$ cat src/rtl/controle_caixas_pkg.sv
// Shared types and widths for the box-packing controller.
// State encoding is fixed so that downstream debug taps can decode it directly.
package controle_caixas_pkg;

    typedef enum logic [1:0] {
        OCIOSO  = 2'b00,
        SELAGEM = 2'b01,
        ESTEIRA = 2'b10
    } estado_t;

    localparam int TIMER_W  = 4;
    localparam int CAIXAS_W = 4;
    localparam int PEND_W   = 2;

endpackage

$ cat src/rtl/controle_caixas_temporizador_estagio.sv
// Loadable 4-bit down-counter timing one phase of a box; one cycle from load to first count.
// Holds at zero once expired; a load always wins over counting, no backpressure.
module temporizador_estagio
    import controle_caixas_pkg::*;
(
    input  logic               clk,
    input  logic               rst_n,
    input  logic               carregar,
    input  logic [TIMER_W-1:0] valor,
    output logic               zero
);

    logic [TIMER_W-1:0] cnt_q;
    logic [TIMER_W-1:0] cnt_d;

    always_comb begin
        cnt_d = cnt_q;
        if (carregar) begin
            cnt_d = valor;
        end else if (cnt_q != '0) begin
            cnt_d = cnt_q - TIMER_W'(1);
        end
    end

    always_ff @(posedge clk) begin
        if (!rst_n) begin
            cnt_q <= '0;
        end else begin
            cnt_q <= cnt_d;
        end
    end

    assign zero = (cnt_q == '0);

endmodule

$ cat src/rtl/controle_caixas.sv
// Box controller: queues dozen pulses, seals and conveys one box at a time, counts stock.
// Box period SEAL_CYCLES+MOVE_CYCLES+1; stalls on full stock, excess dozens raise a sticky overflow.
module controle_caixas
    import controle_caixas_pkg::*;
#(
    parameter int SEAL_CYCLES = 4,
    parameter int MOVE_CYCLES = 3,
    parameter int MAX_CAIXAS  = 10,
    parameter int PEND_DEPTH  = 3
) (
    input  logic                CLOCK,
    input  logic                RESET,
    input  logic                DUZIA_COMPLETA,
    input  logic                ESVAZIAR_ESTOQUE,
    output logic                SELAR,
    output logic                ESTEIRA_CAIXA,
    output logic                CAIXA_PRONTA,
    output logic [CAIXAS_W-1:0] NUM_CAIXAS,
    output logic [PEND_W-1:0]   PENDENTES,
    output logic                ESTOQUE_CHEIO,
    output logic                ERRO_OVERFLOW
);

    localparam logic [TIMER_W-1:0]  SEAL_VAL = TIMER_W'(SEAL_CYCLES - 1);
    localparam logic [TIMER_W-1:0]  MOVE_VAL = TIMER_W'(MOVE_CYCLES - 1);
    localparam logic [CAIXAS_W-1:0] MAX_NUM  = CAIXAS_W'(MAX_CAIXAS);
    localparam logic [PEND_W-1:0]   PEND_MAX = PEND_W'(PEND_DEPTH);

    estado_t             estado_q, estado_d;
    logic [PEND_W-1:0]   pend_q, pend_d;
    logic [CAIXAS_W-1:0] num_q, num_d;
    logic                ovf_q, ovf_d;
    logic                pronta_q, pronta_d;
    logic                selar_q, selar_d;
    logic                esteira_q, esteira_d;

    logic                cheio;
    logic                inicio;
    logic                fim;
    logic                timer_zero;
    logic                timer_load;
    logic [TIMER_W-1:0]  timer_val;

    temporizador_estagio u_temporizador (
        .clk      (CLOCK),
        .rst_n    (RESET),
        .carregar (timer_load),
        .valor    (timer_val),
        .zero     (timer_zero)
    );

    always_comb begin
        cheio  = (num_q == MAX_NUM);
        inicio = (estado_q == OCIOSO) && ((pend_q != '0) || DUZIA_COMPLETA) && !cheio;
        fim    = (estado_q == ESTEIRA) && timer_zero;

        estado_d   = estado_q;
        timer_load = 1'b0;
        timer_val  = SEAL_VAL;
        case (estado_q)
            OCIOSO: begin
                if (inicio) begin
                    estado_d   = SELAGEM;
                    timer_load = 1'b1;
                    timer_val  = SEAL_VAL;
                end
            end
            SELAGEM: begin
                if (timer_zero) begin
                    estado_d   = ESTEIRA;
                    timer_load = 1'b1;
                    timer_val  = MOVE_VAL;
                end
            end
            ESTEIRA: begin
                if (timer_zero) begin
                    estado_d = OCIOSO;
                end
            end
            default: estado_d = OCIOSO;
        endcase

        // A pulse that starts a box directly never touches the queue.
        pend_d = pend_q;
        ovf_d  = ovf_q;
        if (DUZIA_COMPLETA && !inicio) begin
            if (pend_q == PEND_MAX) begin
                ovf_d = 1'b1;
            end else begin
                pend_d = pend_q + PEND_W'(1);
            end
        end else if (!DUZIA_COMPLETA && inicio) begin
            pend_d = pend_q - PEND_W'(1);
        end

        // Clearing on a completion edge keeps the box just finished.
        num_d = num_q;
        if (ESVAZIAR_ESTOQUE) begin
            num_d = fim ? CAIXAS_W'(1) : '0;
        end else if (fim) begin
            num_d = num_q + CAIXAS_W'(1);
        end

        pronta_d  = fim;
        selar_d   = (estado_d == SELAGEM);
        esteira_d = (estado_d == ESTEIRA);
    end

    always_ff @(posedge CLOCK) begin
        if (!RESET) begin
            estado_q  <= OCIOSO;
            pend_q    <= '0;
            num_q     <= '0;
            ovf_q     <= 1'b0;
            pronta_q  <= 1'b0;
            selar_q   <= 1'b0;
            esteira_q <= 1'b0;
        end else begin
            estado_q  <= estado_d;
            pend_q    <= pend_d;
            num_q     <= num_d;
            ovf_q     <= ovf_d;
            pronta_q  <= pronta_d;
            selar_q   <= selar_d;
            esteira_q <= esteira_d;
        end
    end

    assign SELAR         = selar_q;
    assign ESTEIRA_CAIXA = esteira_q;
    assign CAIXA_PRONTA  = pronta_q;
    assign NUM_CAIXAS    = num_q;
    assign PENDENTES     = pend_q;
    assign ESTOQUE_CHEIO = cheio;
    assign ERRO_OVERFLOW = ovf_q;

endmodule

$ cat config.mk
export PLATFORM = sky130hd
export DESIGN_NAME = controle_caixas
export DESIGN_NICKNAME = d
export VERILOG_FILES = /design/src/rtl/controle_caixas_pkg.sv /design/src/rtl/controle_caixas_temporizador_estagio.sv /design/src/rtl/controle_caixas.sv
export SDC_FILE = /design/constraint.sdc
export NUM_CORES = 1
export LEC_CHECK = 0
export ABC_AREA = 1
export CORE_MARGIN = 8
export CORE_UTILIZATION = 38
export DETAILED_ROUTE_END_ITERATION = 12
export SYNTH_ARGS = -nofsm -noshare
export SYNTH_HDL_FRONTEND = slang
export SYNTH_SLANG_ARGS = --single-unit
export TNS_END_PERCENT = 50
$ cat constraint.sdc
create_clock -name CLOCK -period 1.1 [get_ports CLOCK]
set_input_delay 0.165 -clock CLOCK [delete_from_list [all_inputs] [get_ports CLOCK]]
set_output_delay 0.165 -clock CLOCK [all_outputs]
set_load 0.02 [all_outputs]
==> results of run 1 <==
==> cell families (layout without fill, tap and decap cells) <==
family	count (synthesis)	after routing	synth area share, %
simple gates	47	47	31.6
flops	16	16	40.8
buf+inv	16	50	7.98
compound gates	14	14	9.89
fa+ha+maj	4	4	6.38
xor+xnor	3	3	3.35
==> flip-flops by register name, indices dropped and copies added, names as in the netlist <==
name / cells
CAIXA_PRONTA: 1
ERRO_OVERFLOW: 1
ESTEIRA_CAIXA: 1
NUM_CAIXAS: 4
PENDENTES: 2
SELAR: 1
estado_q: 2
u_temporizador.cnt_q: 4
==> critical path, delay by kind of cell, from the launching register on <==
family,cells,cell delay [ns]
adders and majority gates,1,0.14
and+or+nand+nor,2,0.14
DFF,1,0.36
buffers and inverters,2,0.18
==> where the power goes <==
group	switching [mW]	internal, mW	leakage, nW
logic	0.882	0.696	0.394
registers	0.150	0.750	0.134
clock network	0.190	0.201	0.0210
==> cells in the final DEF (no fill, tap or decap), types with 4 or more instances in the layout <==
| cell type | synthesis | layout |
|---|---|---|
| nand3_2 | 1 | 6 |
| nand2_1 | 15 | 13 |
| a21oi_2 | 0 | 4 |
| buf_2 | 0 | 4 |
| buf_4 | 0 | 14 |
| dfxtp_1 | 16 | 9 |
| a21oi_1 | 9 | 5 |
| nor2_1 | 11 | 10 |
| dfxtp_2 | 0 | 5 |
| buf_6 | 0 | 6 |
| inv_1 | 13 | 10 |
==> synth_stat cells, drive strengths merged <==
cell / instances / area (µm²)
nand2: 17 / 78.8
dfxtp: 16 / 320
inv: 16 / 62.6
nor2: 15 / 76.3
a21oi: 9 / 45.0
nand3: 9 / 50.1
ha: 4 / 50.1
nand4: 3 / 18.8
o21ai: 3 / 15.0
xnor2: 2 / 17.5
nor3: 1 / 5.00
nor3b: 1 / 12.5
o211a: 1 / 10.0
o21bai: 1 / 7.51
or2: 1 / 6.26
xor2: 1 / 8.76
==> area by class of cell <==
type	count	area [µm²]
fill	185	709
inverter	16	77.6
multi-input combinational	68	533
sequential	16	334
timing repair buffer	30	238
tap	27	33.8
clock buffer	4	36.3
==> worst paths after layout <==
path / cells past startpoint / to / startpoint / slack, ns
hold reg to reg: 2 / ERRO_OVERFLOW / ERRO_OVERFLOW / 0.46
setup / recovery: 5 / ESTOQUE_CHEIO / NUM_CAIXAS[0] / -0.16
hold / removal: 2 / ERRO_OVERFLOW / ERRO_OVERFLOW / 0.46
setup reg to reg: 6 / PENDENTES[1] / NUM_CAIXAS[0] / -0.09
==> per-stage QoR <==
stage	util, %	cell area, µm²	hold WS [ns]
after CTS	60.1	1180	0.464
after detailed placement	56.8	1110	0.449
after floorplan	-	820	0.263
after global routing	63.8	1250	0.505
final	63.8	1250	0.458
after global placement	56.8	1110	0.438
==> what timing repair did <==
item / in CTS / in global routing
pin swaps: 5 / 6
endpoints found under the setup margin: 26 / 21
gates resized for setup: 58 / 25
==> per-layer routing <==
layer	vias to the layer above	GRT usage, %
met3	2	3.76
met4	0	3.90
met2	12	19.0
met5	-	0
li1	388	-
met1	330	12.5
==> metrics.txt, run 1 <==
status=finished, violations left; failing checks=setup timing; postcts setup bufs=0; slew at the pin closest to its max-slew limit=between 0.2 and 0.3 ns; fmax=793 MHz; mean routed wirelength per cell=11.3 µm; Syn Std Cell Area=785 µm²; max_cap viols=0; Net count, final=between 100 and 150; worst path cell trace=inv_4 -> ha_4 -> nand2_4 -> nor2_4 -> buf_6; Worst Path Arrival=1.10 ns; setup ws final=-0.161 ns; VDD IR max=between 1 and 1.5 mV; Hold Violations, Final=0; Via Count=732; Post-Synthesis Cells=100; placed cells=157; GRT Util Overall=11.1%; largest net degree at the start of global routing=10; static leakage=0.550 nW; DRT met1 WL=790 µm; Max stage delay on crit path=0.36 ns; via-per-instance ratio=approximately 4.5; Placer Congestion=0.756; depth of the CTS H-tree=1; Slew Limit Fails=0; WL final=around 1800 µm; Initial Util=40.0%; Worst Path Class, Setup=reg2out; Critical Path RT=~0.94 ns; slowest stage cell, crit path=dfxtp_4; fin crit share=115%; clock-pin slew of the registers on the worst-case setup and hold paths=0.10 ns; worst-skew pair later-pin latency=0.28 ns; antenna violations before repair=0; routed wl met3=124 µm; DP HPWL=1320 µm; CP Launch Type=register; Synthesis Warnings=0; deepest clock path buffer count=2; Post-Syn Nets=108; share of post-route cells with drive strength above 1=between 50% and 60%; worst hold path type=reg2reg; die area=3770 µm²; setup slack after placement=-0.370 ns; TritonCTS Buffers=3; syn avg cell area=7.85 µm²; DRT antenna net count=0; Syn-to-layout area delta=59.6%; setup TNS=-0.431 ns; Crit. End Element=output port; met2 wire len=roughly 880 µm; CP Max Fanout=2; port buffer count=14; Setup violations, final=8; TritonCTS clock tree=yes; sequential-to-total area share from yosys stat=40.8%; num ports=15; Slew headroom=approximately 83%; Core Footprint=1960 µm²; router iterations before antenna repair=4; DR iter-0 viols=17; RSZ-0062 raised after global routing=true; die width=61.4 µm; CTS Hold Bufs=0; Non-Filler Instances=161; pwr dens=2290 nW/µm²; total power=2.87 mW; antenna cell count=0; post-synth cell types=23; # clock sinks=16; crit path time final=~1.3 ns; number of global-route vias before repair=just under 800; Top Layer Used=met4; first-pass GRT wire length=3170 µm; root buffer cell=clkbuf_4; DIE HEIGHT=61.4 µm; Post-route DRC=0; Worst Skew=0.00100 ns; grt ovf=0; count of state elements after synthesis=16; # rows=16
No activity file was read; power rests on OpenSTA's default activity.
==> run 2, diff against run 1 <==
==> constraint.sdc (replaced) <==
create_clock -name CLOCK -period 1.1 [get_ports CLOCK]
set_input_delay 0.22 -clock CLOCK [delete_from_list [all_inputs] [get_ports CLOCK]]
set_output_delay 0.22 -clock CLOCK [all_outputs]
set_load 0.02 [all_outputs]
==> metrics.txt, run 2 (synthesis results as in run 1) <==
mean routed wirelength per cell=11.4 µm (+1.0%); Net Switching=1.18 mW (-3.7%); register share of total power=30.1% (-1.3 points); Placer Congestion=0.771 (+2.0%); CP Depth=5 (unchanged); first-pass GRT wire length=3340 µm (+5.4%); worst hold path type=reg2reg; setup ws final=-0.229 ns (-0.0680 ns); Net Sw Frac=40.8% (-1.8 points); TritonCTS Buffers=3 (unchanged); grt ovf=0 (unchanged); DP Area=1120 µm² (+0.67%); Net count, final=150 (+4.9%); WP buf/inv=2 (unchanged); DR iter-0 viols=16 (-1); Post-route DRC=0 (unchanged); setup TNS=-1.21 ns (-0.775 ns); GRT Util Overall=11.7% (+0.63 points); die area=3770 µm² (unchanged); via-per-instance ratio=4.55 (+0.15%); Syn-to-layout area delta=64.4%; worst setup path startpoint=NUM_CAIXAS[0]; DP HPWL=1320 µm (about the same); port buffer count=14 (unchanged); delay-heaviest family, CP=flip-flops; Worst Path Arrival=1.11 ns (about the same); Via Count=765 (+4.5%); Worst Path Class, Setup=reg2out; VDD IR max=1.05 mV (-21%); router iterations before antenna repair=3 (-1); Reg2Reg Setup Slack=-0.16 ns (-0.07 ns); CP Launch Type=register; Critical Path RT=0.88 ns (-0.06 ns); die width=61.4 µm (unchanged); share of post-route cells with drive strength above 1=53.2% (+0.21 points); FF-to-FF path depth=7 (+1); RR Endpoint=PENDENTES[1]; Max stage delay on crit path=0.36 ns (about the same); max_cap viols=0 (unchanged); setup slack after placement=-0.418 ns (-0.0480 ns); hold slack final=0.462 ns (+0.00433 ns); fmax=752 MHz (-5.1%); failing checks=setup timing; slowest stage cell, crit path=dfxtp_4; Worst Skew=0.00220 ns (+0.00119 ns); Slew Limit Fails=0 (unchanged); most frequent cells in the layout=18 x buf_4, 14 x nand2_1, 10 x inv_1; RSZ-0062 raised after global routing=true; DIE HEIGHT=61.4 µm (unchanged); slew at the pin closest to its max-slew limit=0.232 ns (-0.0245 ns); fin crit share=121% (+6.2 points); static leakage=0.592 nW (+7.8%); clock-pin slew of the registers on the worst-case setup and hold paths=0.10 ns (about the same); Clk pwr share=13.9% (+0.3 points); CP Max Fanout=2 (unchanged); Crit. End Element=output port; depth of the CTS H-tree=1 (unchanged); status=finished, violations left; DRT antenna net count=0 (unchanged); fin util=65.8% (+1.9 points); # clock sinks=16 (unchanged); largest net degree at the start of global routing=10 (unchanged); Core Footprint=1960 µm² (unchanged); antenna cell count=0 (unchanged); Setup violations, final=16 (+8); internal power=1.71 mW (+3.6%); worst path cell trace=inv_4 -> ha_4 -> nand2_4 -> nor2_4 -> buf_6; Post-Layout Inst Area=1290 µm² (+3.0%); root buffer cell=clkbuf_4; Initial Util=40.0% (unchanged); WL final=1910 µm (+5.4%); Hold Violations, Final=0 (unchanged); Logic pwr share=56.0% (+1.0 points); # fillers=184 (-0.54%); # rows=16 (unchanged); pwr dens=2230 nW/µm² (-2.4%); TritonCTS clock tree=yes; crit path time final=1.33 ns (+0.0680 ns); commonest non-fill, non-tap cell in the layout=buf_4; Reg2Reg Launch Point=NUM_CAIXAS[0]; Slew headroom=84.5% (+1.6 points); CP Capture Point=ESTOQUE_CHEIO; num ports=15 (unchanged); antenna violations before repair=0 (unchanged); deepest clock path buffer count=2 (unchanged); number of global-route vias before repair=794 (+2.7%); worst-skew pair later-pin latency=0.29 ns (about the same)
-- run 2: tightest hold or removal path, stage by stage, from the launching register on --
cell and delay (ns):
dfxtp_1 0.33, inv_1 0.05, a21oi_1 0.05
-- run 2: final cells by class --
class | instances | area [µm²] | share of cell area (%)
repair buffers | 37 | 302 | 23.4
well taps | 27 | 33.8 | 2.62
flip-flops and latches | 16 | 337 | 26.1
inverters | 16 | 67.6 | 5.24
multi-input cells | 68 | 514 | 39.9
clock buffers | 4 | 36.3 | 2.81
-- run 2: timing repair --
item	4_1_cts	5_1_grt
setup buffers	4	2
hold buffers	0	0
endpoints found under the setup margin	25	24
gates resized for setup	65	19
hold endpoints to repair	0	0
pin swaps	9	9
-- run 2: worst min-delay path by stage --
stage             startpoint                 endpoint  cells past startpoint
3_5_place_dp   ERRO_OVERFLOW            ERRO_OVERFLOW                      2
6_report       ERRO_OVERFLOW            ERRO_OVERFLOW                      2
3_3_place_gp   ERRO_OVERFLOW            ERRO_OVERFLOW                      2
4_1_cts        ERRO_OVERFLOW            ERRO_OVERFLOW                      2
2_1_floorplan          RESET  u_temporizador.cnt_q[1]                      2
5_1_grt        ERRO_OVERFLOW            ERRO_OVERFLOW                      2
-- run 2: metrics by stage --
stage | total power [mW] | instances
after floorplan | 1.75 | 100
after global placement | 2.22 | 158
after detailed placement | 2.24 | 158
after CTS | 2.75 | 166
after global routing | 3.14 | 168
final | 2.88 | 168
-- run 2: power by group through the flow --
stage	logic, mW	registers, mW	clock network [mW]
floorplan	0.796	0.950	0
global route	1.81	0.889	0.442
finish	1.61	0.868	0.401
global placement	1.36	0.856	0
detailed placement	1.39	0.859	0
CTS	1.49	0.861	0.404
-- run 2: routing by layer --
metal / vias to the layer above / GRT usage, % / part of all wire, %
met4: 0 / 4.87 / 0.52
met3: 2 / 3.76 / 6.7
met2: 12 / 19.7 / 49
li1: 403 / - / -
met5: - / 0 / 0
met1: 348 / 13.3 / 43
==> run 3, diff against run 2 <==
--- a/config.mk
+++ b/config.mk
@@ -8,6 +8,7 @@
 export ABC_AREA = 1
 export CORE_MARGIN = 8
 export CORE_UTILIZATION = 38
+export CTS_BUF_LIST = sky130_fd_sc_hd__clkbuf_4 sky130_fd_sc_hd__clkbuf_8
 export DETAILED_ROUTE_END_ITERATION = 12
 export SYNTH_ARGS = -nofsm -noshare
 export SYNTH_HDL_FRONTEND = slang
==> results of run 3 <==
No change in the layout: final DEF, timing and power equal those of run 2.
==> patch 1: new RTL, flow settings as in run 1 <==
`CAIXAS_W`: 4 -> 6.
--- a/src/rtl/controle_caixas_pkg.sv
+++ b/src/rtl/controle_caixas_pkg.sv
@@ -9,7 +9,7 @@
     } estado_t;
 
     localparam int TIMER_W  = 4;
-    localparam int CAIXAS_W = 4;
+    localparam int CAIXAS_W = 6;
     localparam int PEND_W   = 2;
 
 endpackage
Interface: changed (resized NUM_CAIXAS); port bits go from 15 to 17. No check against the original RTL was run, so the function may have changed too.
==> patch 1 against run 1 <==
- the run still ends with setup timing left
- first-iteration DRC count is 47% higher
- power is 20% higher
- area after synthesis is 17% higher
- worst setup slack hardly changed
- non-clock buffer count is 19 higher
- sequential share of layout area is 2.4 points lower
- final area is 24% higher
- sequential cell count is 2 higher
- routed wire length is 42% higher
- critical endpoint unchanged
==> patch 1: results (changes against run 1) <==
====================================================================================
Number of diodes ......................................................            0   unchanged
Share of total power in the clock network .............................        12.5%   -1.1 points
Clock root cell .......................................................     clkbuf_4
Startpoint of the worst-slack reg-to-reg timing path .................. NUM_CAIXAS[1]
Leakage power of the design ...........................................     0.665 nW   +21%
Maximum number of buffers from clock root to sink .....................            2   unchanged
Most numerous cell types in the synthesized netlist ................... 18 x dfxtp_1, 14 x a21oi_1, 14 x nand2_1
Initial antenna violation count .......................................            0   unchanged
Origin of the worst setup path ........................................ NUM_CAIXAS[0]
Hold Crit Start ....................................................... ERRO_OVERFLOW
Clock Pin Slew Worst Setup and Hold Paths .............................      0.11 ns
Relative max-transition margin ........................................        79.1%   -3.7 points
Number of buffers added by the clock tree synthesis step ..............            3   unchanged
Via count of the first global-routing pass ............................         1001   +29%
Final Worst Setup Slack ...............................................    -0.161 ns   +0.000304 ns
Final Setup Violations ................................................           16   +8
Count of buffers from port buffering ..................................           16   +2
Number of flip-flops under the largest register name ..................            6
Global routing usage summed across all routing layers .................        11.6%   +0.54 points
Library cells used by synthesis .......................................           25   +8.7%
Share of cells above drive strength 1 .................................        59.3%   +6.3 points
Primary flip-flop cell chosen by synthesis mapping ....................      dfxtp_1
Hold Crit Class .......................................................      reg2reg
Pin count of the biggest net entering global routing ..................           11   +1
Max VDD drop ..........................................................      1.34 mV   +0.82%
Dominant delay contributor by cell family on the critical path ........   flip-flops
DP Wirelength .........................................................      1860 um   +41%
Maximum cell stage delay along the critical path ......................      0.37 ns
Count of fill cells added during filler insertion .....................          206   +11%
Via Count .............................................................          954   +30%
Asr flop ratio synth ..................................................           0%   unchanged
Drt initial violations ................................................           25   +8
First-pass iteration count of the detailed router .....................            4   unchanged
Post-synthesis sequential area ratio ..................................        39.2%   -1.6 points
Placed cell areas .....................................................    1360 um^2   +22%
Violated checks ....................................................... setup timing
Switching power summed over all nets ..................................      1.43 mW   +17%
NumNets Final .........................................................          175   +22%
Synthesized net count .................................................          121   +12%
Routed wirelength normalized by instance count ........................      13.1 um   +16%
Crit-path max FO ......................................................            2   unchanged
Latest clock arrival within the worst-skew pair .......................      0.31 ns   +0.03 ns
Weighted congestion at the end of routability-driven global placement .        0.809   +7.1%
Global-route wire length before repair ................................      3970 um   +25%
Worst clock skew ......................................................   0.00150 ns   +0.000500 ns
H-tree depth ..........................................................            1   unchanged
Area contributors post-synth .......................................... dfxtp_1 39%, a21oi_1 7.6%, nand2_1 5.7%
Arrival time at the worst endpoint ....................................      1.10 ns   about the same
Result of the run ..................................................... finished, violations left
Pre-CTS setup slack ...................................................    -0.333 ns   +0.0370 ns
Area inside the core boundary .........................................    2390 um^2   +22%
Synthesis Warnings ....................................................            0   unchanged
Worst-path cell with the longest stage delay ..........................      dfxtp_4
Power attributed to combinational cells ...............................      2.08 mW   +32%
====================================================================================
patch 1: changes by cell type after synthesis, moves of 2 or more:
cell,delta
nand2_2,+2
inv_1,-2
nand4_1,+2
dfxtp_1,+2
nor2_1,-2
inv_2,+4
nand3_1,+2
a21oi_1,+5
patch 1: per-stage QoR:
step	setup TNS [ns]	util (%)	power (mW)	std cells
after floorplan	0	-	1.98	114
after detailed placement	-3.44	57.0	2.68	186
after global routing	-2.30	65.2	3.70	197
final	-0.989	65.2	3.45	197
after global placement	-3.19	57.0	2.63	186
after CTS	-0.727	59.7	3.12	191
patch 1: path summary, 6_finish.rpt:
kind | end | slack, ns | cells after the start
setup reg to reg | NUM_CAIXAS[5] | -0.12 | 8
hold / removal | ERRO_OVERFLOW | 0.47 | 2
setup / recovery | ESTOQUE_CHEIO | -0.16 | 5
hold reg to reg | ERRO_OVERFLOW | 0.47 | 2
patch 1: routing by layer:
metal  global-route usage, %  vias up  routed length, um
met2                    22.0       16               1330
met5                       0        -                  0
li1                        -      483                  -
met4                    5.45        0                 59
met3                    3.06        5                 89
met1                    11.4      450               1110
patch 1: logic make-up after synthesis:
group | after synthesis | share of synthesized area [%]
compound gates | 19 | 12.4
xor+xnor | 3 | 2.86
fa+ha+maj | 3 | 4.09
buf+inv | 18 | 7.90
flops | 18 | 39.2
simple gates | 53 | 33.5
patch 1: what timing repair did:
action                                  CTS  global route
endpoints found under the setup margin   24            23
buffers inserted                          1             7
resized for setup                        68            25
pin swaps                                 2            15
patch 1: area by class of cell:
| type | instances | share of cell area [%] |
|---|---|---|
| multi-input cells | 78 | 38.3 |
| flip-flops and latches | 18 | 24.3 |
| clock buffers | 4 | 2.33 |
| repair buffers | 49 | 27.5 |
| inverters | 18 | 5.14 |
| well taps | 30 | 2.41 |
==> patch 2: new RTL, config.mk and constraints of run 1 <==
Without the edit above. Register the inputs `DUZIA_COMPLETA` and `ESVAZIAR_ESTOQUE` before use, with the module's reset. The logic sees them one clock later.
--- a/src/rtl/controle_caixas.sv
+++ b/src/rtl/controle_caixas.sv
@@ -26,6 +26,19 @@
     localparam logic [CAIXAS_W-1:0] MAX_NUM  = CAIXAS_W'(MAX_CAIXAS);
     localparam logic [PEND_W-1:0]   PEND_MAX = PEND_W'(PEND_DEPTH);
 
+    logic DUZIA_COMPLETA_q;
+    logic ESVAZIAR_ESTOQUE_q;
+
+    always_ff @(posedge CLOCK) begin
+        if (!RESET) begin
+            DUZIA_COMPLETA_q   <= '0;
+            ESVAZIAR_ESTOQUE_q <= '0;
+        end else begin
+            DUZIA_COMPLETA_q   <= DUZIA_COMPLETA;
+            ESVAZIAR_ESTOQUE_q <= ESVAZIAR_ESTOQUE;
+        end
+    end
+
     estado_t             estado_q, estado_d;
     logic [PEND_W-1:0]   pend_q, pend_d;
     logic [CAIXAS_W-1:0] num_q, num_d;
@@ -51,7 +64,7 @@
 
     always_comb begin
         cheio  = (num_q == MAX_NUM);
-        inicio = (estado_q == OCIOSO) && ((pend_q != '0) || DUZIA_COMPLETA) && !cheio;
+        inicio = (estado_q == OCIOSO) && ((pend_q != '0) || DUZIA_COMPLETA_q) && !cheio;
         fim    = (estado_q == ESTEIRA) && timer_zero;
 
         estado_d   = estado_q;
@@ -83,19 +96,19 @@
         // A pulse that starts a box directly never touches the queue.
         pend_d = pend_q;
         ovf_d  = ovf_q;
-        if (DUZIA_COMPLETA && !inicio) begin
+        if (DUZIA_COMPLETA_q && !inicio) begin
             if (pend_q == PEND_MAX) begin
                 ovf_d = 1'b1;
             end else begin
                 pend_d = pend_q + PEND_W'(1);
             end
-        end else if (!DUZIA_COMPLETA && inicio) begin
+        end else if (!DUZIA_COMPLETA_q && inicio) begin
             pend_d = pend_q - PEND_W'(1);
         end
 
         // Clearing on a completion edge keeps the box just finished.
         num_d = num_q;
-        if (ESVAZIAR_ESTOQUE) begin
+        if (ESVAZIAR_ESTOQUE_q) begin
             num_d = fim ? CAIXAS_W'(1) : '0;
         end else if (fim) begin
             num_d = num_q + CAIXAS_W'(1);
Check against the original RTL: not equivalent (a bounded check fails within 4 cycles, from zero or initial values and one cycle with RESET low).
==> patch 2 against run 1 <==
- the run still ends with setup timing left
- area after synthesis grew 7.3%
- count of clock-buffer cells in the layout unchanged
- power grew 8.1%
- die area rose by 5.4%
- worst setup slack worse by 0.036 ns
- final area up 5.5%
- sequential cell count is 2 higher
- routed wire length grew 4.2%
- first-iteration DRC count is 53% lower
- critical path type unchanged
- highest routed layer unchanged
==> patch 2: results (changes against run 1) <==
====================================================================================
Result of the run ..................................................... finished, violations left
Violated checks ....................................................... setup timing
Synthesis Warnings ....................................................            0   unchanged
Hold Crit Class .......................................................       in2reg
Weighted congestion at the end of routability-driven global placement .        0.769   +1.8%
Relative max-transition margin ........................................        86.3%   +3.5 points
Worst-path cell with the longest stage delay ..........................      dfxtp_4
Leakage power of the design ...........................................     0.559 nW   +1.8%
Via Count .............................................................          783   +7.0%
Number of buffers added by the clock tree synthesis step ..............            3   unchanged
NumNets Final .........................................................          149   +4.2%
Hold-critical path endpoint ........................................... ESVAZIAR_ESTOQUE_q
H-tree depth ..........................................................            1   unchanged
Post-synthesis sequential area ratio ..................................        42.8%   +2.0 points
Library cells used by synthesis .......................................           26   +13%
Number of diodes ......................................................            0   unchanged
Area contributors post-synth .......................................... dfxtp_1 43%, inv_1 7.1%, nand2_1 6.7%
Drt initial violations ................................................            8   -9
Maximum cell stage delay along the critical path ......................      0.37 ns
First-pass iteration count of the detailed router .....................            2   -2
Asr flop ratio synth ..................................................           0%   unchanged
Crit-path max FO ......................................................            2   unchanged
DP Wirelength .........................................................      1410 um   +7.2%
Number of cells traversed by the worst hold path ......................            3   +1
Clock root cell .......................................................     clkbuf_4
Pin count of the biggest net entering global routing ..................           11   +1
Startpoint of the worst-slack reg-to-reg timing path .................. NUM_CAIXAS[0]
Most numerous cell types in the synthesized netlist ................... 18 x dfxtp_1, 16 x inv_1, 15 x nand2_1
Global-route wire length before repair ................................      3110 um   -1.8%
Global routing usage summed across all routing layers .................        9.44%   -1.6 points
Initial antenna violation count .......................................            0   unchanged
R2r setup slk .........................................................     -0.15 ns   -0.06 ns
Pre-CTS setup slack ...................................................    -0.344 ns   +0.0263 ns
Worst r2r dst ......................................................... PENDENTES[1]
Count of cells along the worst register-to-register path ..............            8   +2
Count of buffers from port buffering ..................................           14   unchanged
Final Setup Violations ................................................           12   +4
Routed wirelength normalized by instance count ........................      11.3 um   -0.10%
Worst clock skew ......................................................   0.00493 ns   +0.00392 ns
Max VDD drop ..........................................................      1.59 mV   +20%
Share of cells above drive strength 1 .................................        50.7%   -2.3 points
Clock Pin Slew Worst Setup and Hold Paths .............................      0.11 ns
Hold Crit Start ....................................................... ESVAZIAR_ESTOQUE
Via count of the first global-routing pass ............................          755   -2.3%
Final Worst Setup Slack ...............................................    -0.198 ns   -0.0362 ns
Latest clock arrival within the worst-skew pair .......................      0.29 ns
Synthesized net count .................................................          113   +4.6%
Maximum number of buffers from clock root to sink .....................            2   unchanged
====================================================================================
patch 2: kinds of logic after synthesis:
group,after synthesis,synth area share [%]
AO/OA/AOI/OAI,14,9.06
AND/OR/NAND/NOR,48,30.3
buffers and inverters,18,8.77
adder cells (fa/ha/maj),4,5.94
XOR/XNOR,3,3.12
flip-flops,18,42.8
patch 2: power by group:
group          internal [mW]  switching [mW]  total [mW]
clock                  0.202           0.208       0.410
sequential             0.828           0.125       0.954
combinational          0.782           0.957        1.74
patch 2: layout make-up:
class / instances / area, um^2
Fill cell: 195 / 827
Multi-Input combinational cell: 69 / 541
Sequential cell: 18 / 374
Tap cell: 28 / 35.0
Clock buffer: 4 / 36.3
Inverter: 17 / 73.8
Timing Repair Buffer: 32 / 262
patch 2: per-stage QoR:
stage	total power, mW	TNS, ns	instance area (um^2)	instances	hold WS (ns)
floorplan	1.92	-0.194	896	105	0.258
global placement	2.39	-1.41	1190	162	0.441
detailed placement	2.42	-1.64	1190	162	0.450
CTS	2.84	-1.06	1240	166	0.376
global route	3.34	-2.00	1320	168	0.393
finish	3.10	-1.10	1320	168	0.381
patch 2: critical path: cells and delay by family (launching register included):
| kind | cells | cell delay (ns) |
|---|---|---|
| DFF | 1 | 0.37 |
| buffers and inverters | 2 | 0.18 |
| and+or+nand+nor | 2 | 0.17 |
| adders and majority gates | 1 | 0.13 |
patch 2: how the worst max path moves through the flow:
stage	from	endpoint	slack, ns	depth (start not counted)
5_1_grt	NUM_CAIXAS[0]	PENDENTES[1]	-0.27	8
2_1_floorplan	NUM_CAIXAS[0]	PENDENTES[1]	-0.1	8
6_report	NUM_CAIXAS[0]	ESTOQUE_CHEIO	-0.20	5
4_1_cts	NUM_CAIXAS[0]	ESTOQUE_CHEIO	-0.18	5
3_3_place_gp	NUM_CAIXAS[0]	ESTOQUE_CHEIO	-0.33	5
3_5_place_dp	NUM_CAIXAS[0]	ESTOQUE_CHEIO	-0.34	5
patch 2: timing repair:
item	CTS	global route
hold buffers	0	0
pin swaps	4	12
endpoints found under the setup margin	24	22
buffers inserted	0	2
resized for setup	50	25
patch 2: layer usage:
layer / vias to the layer above / GRT usage, % / wire [um]
met2: 12 / 17.2 / 1010
met5: - / 0 / 0
met3: 2 / 3.00 / 95
li1: 403 / - / -
met4: 0 / 3.42 / 19
met1: 366 / 9.86 / 767
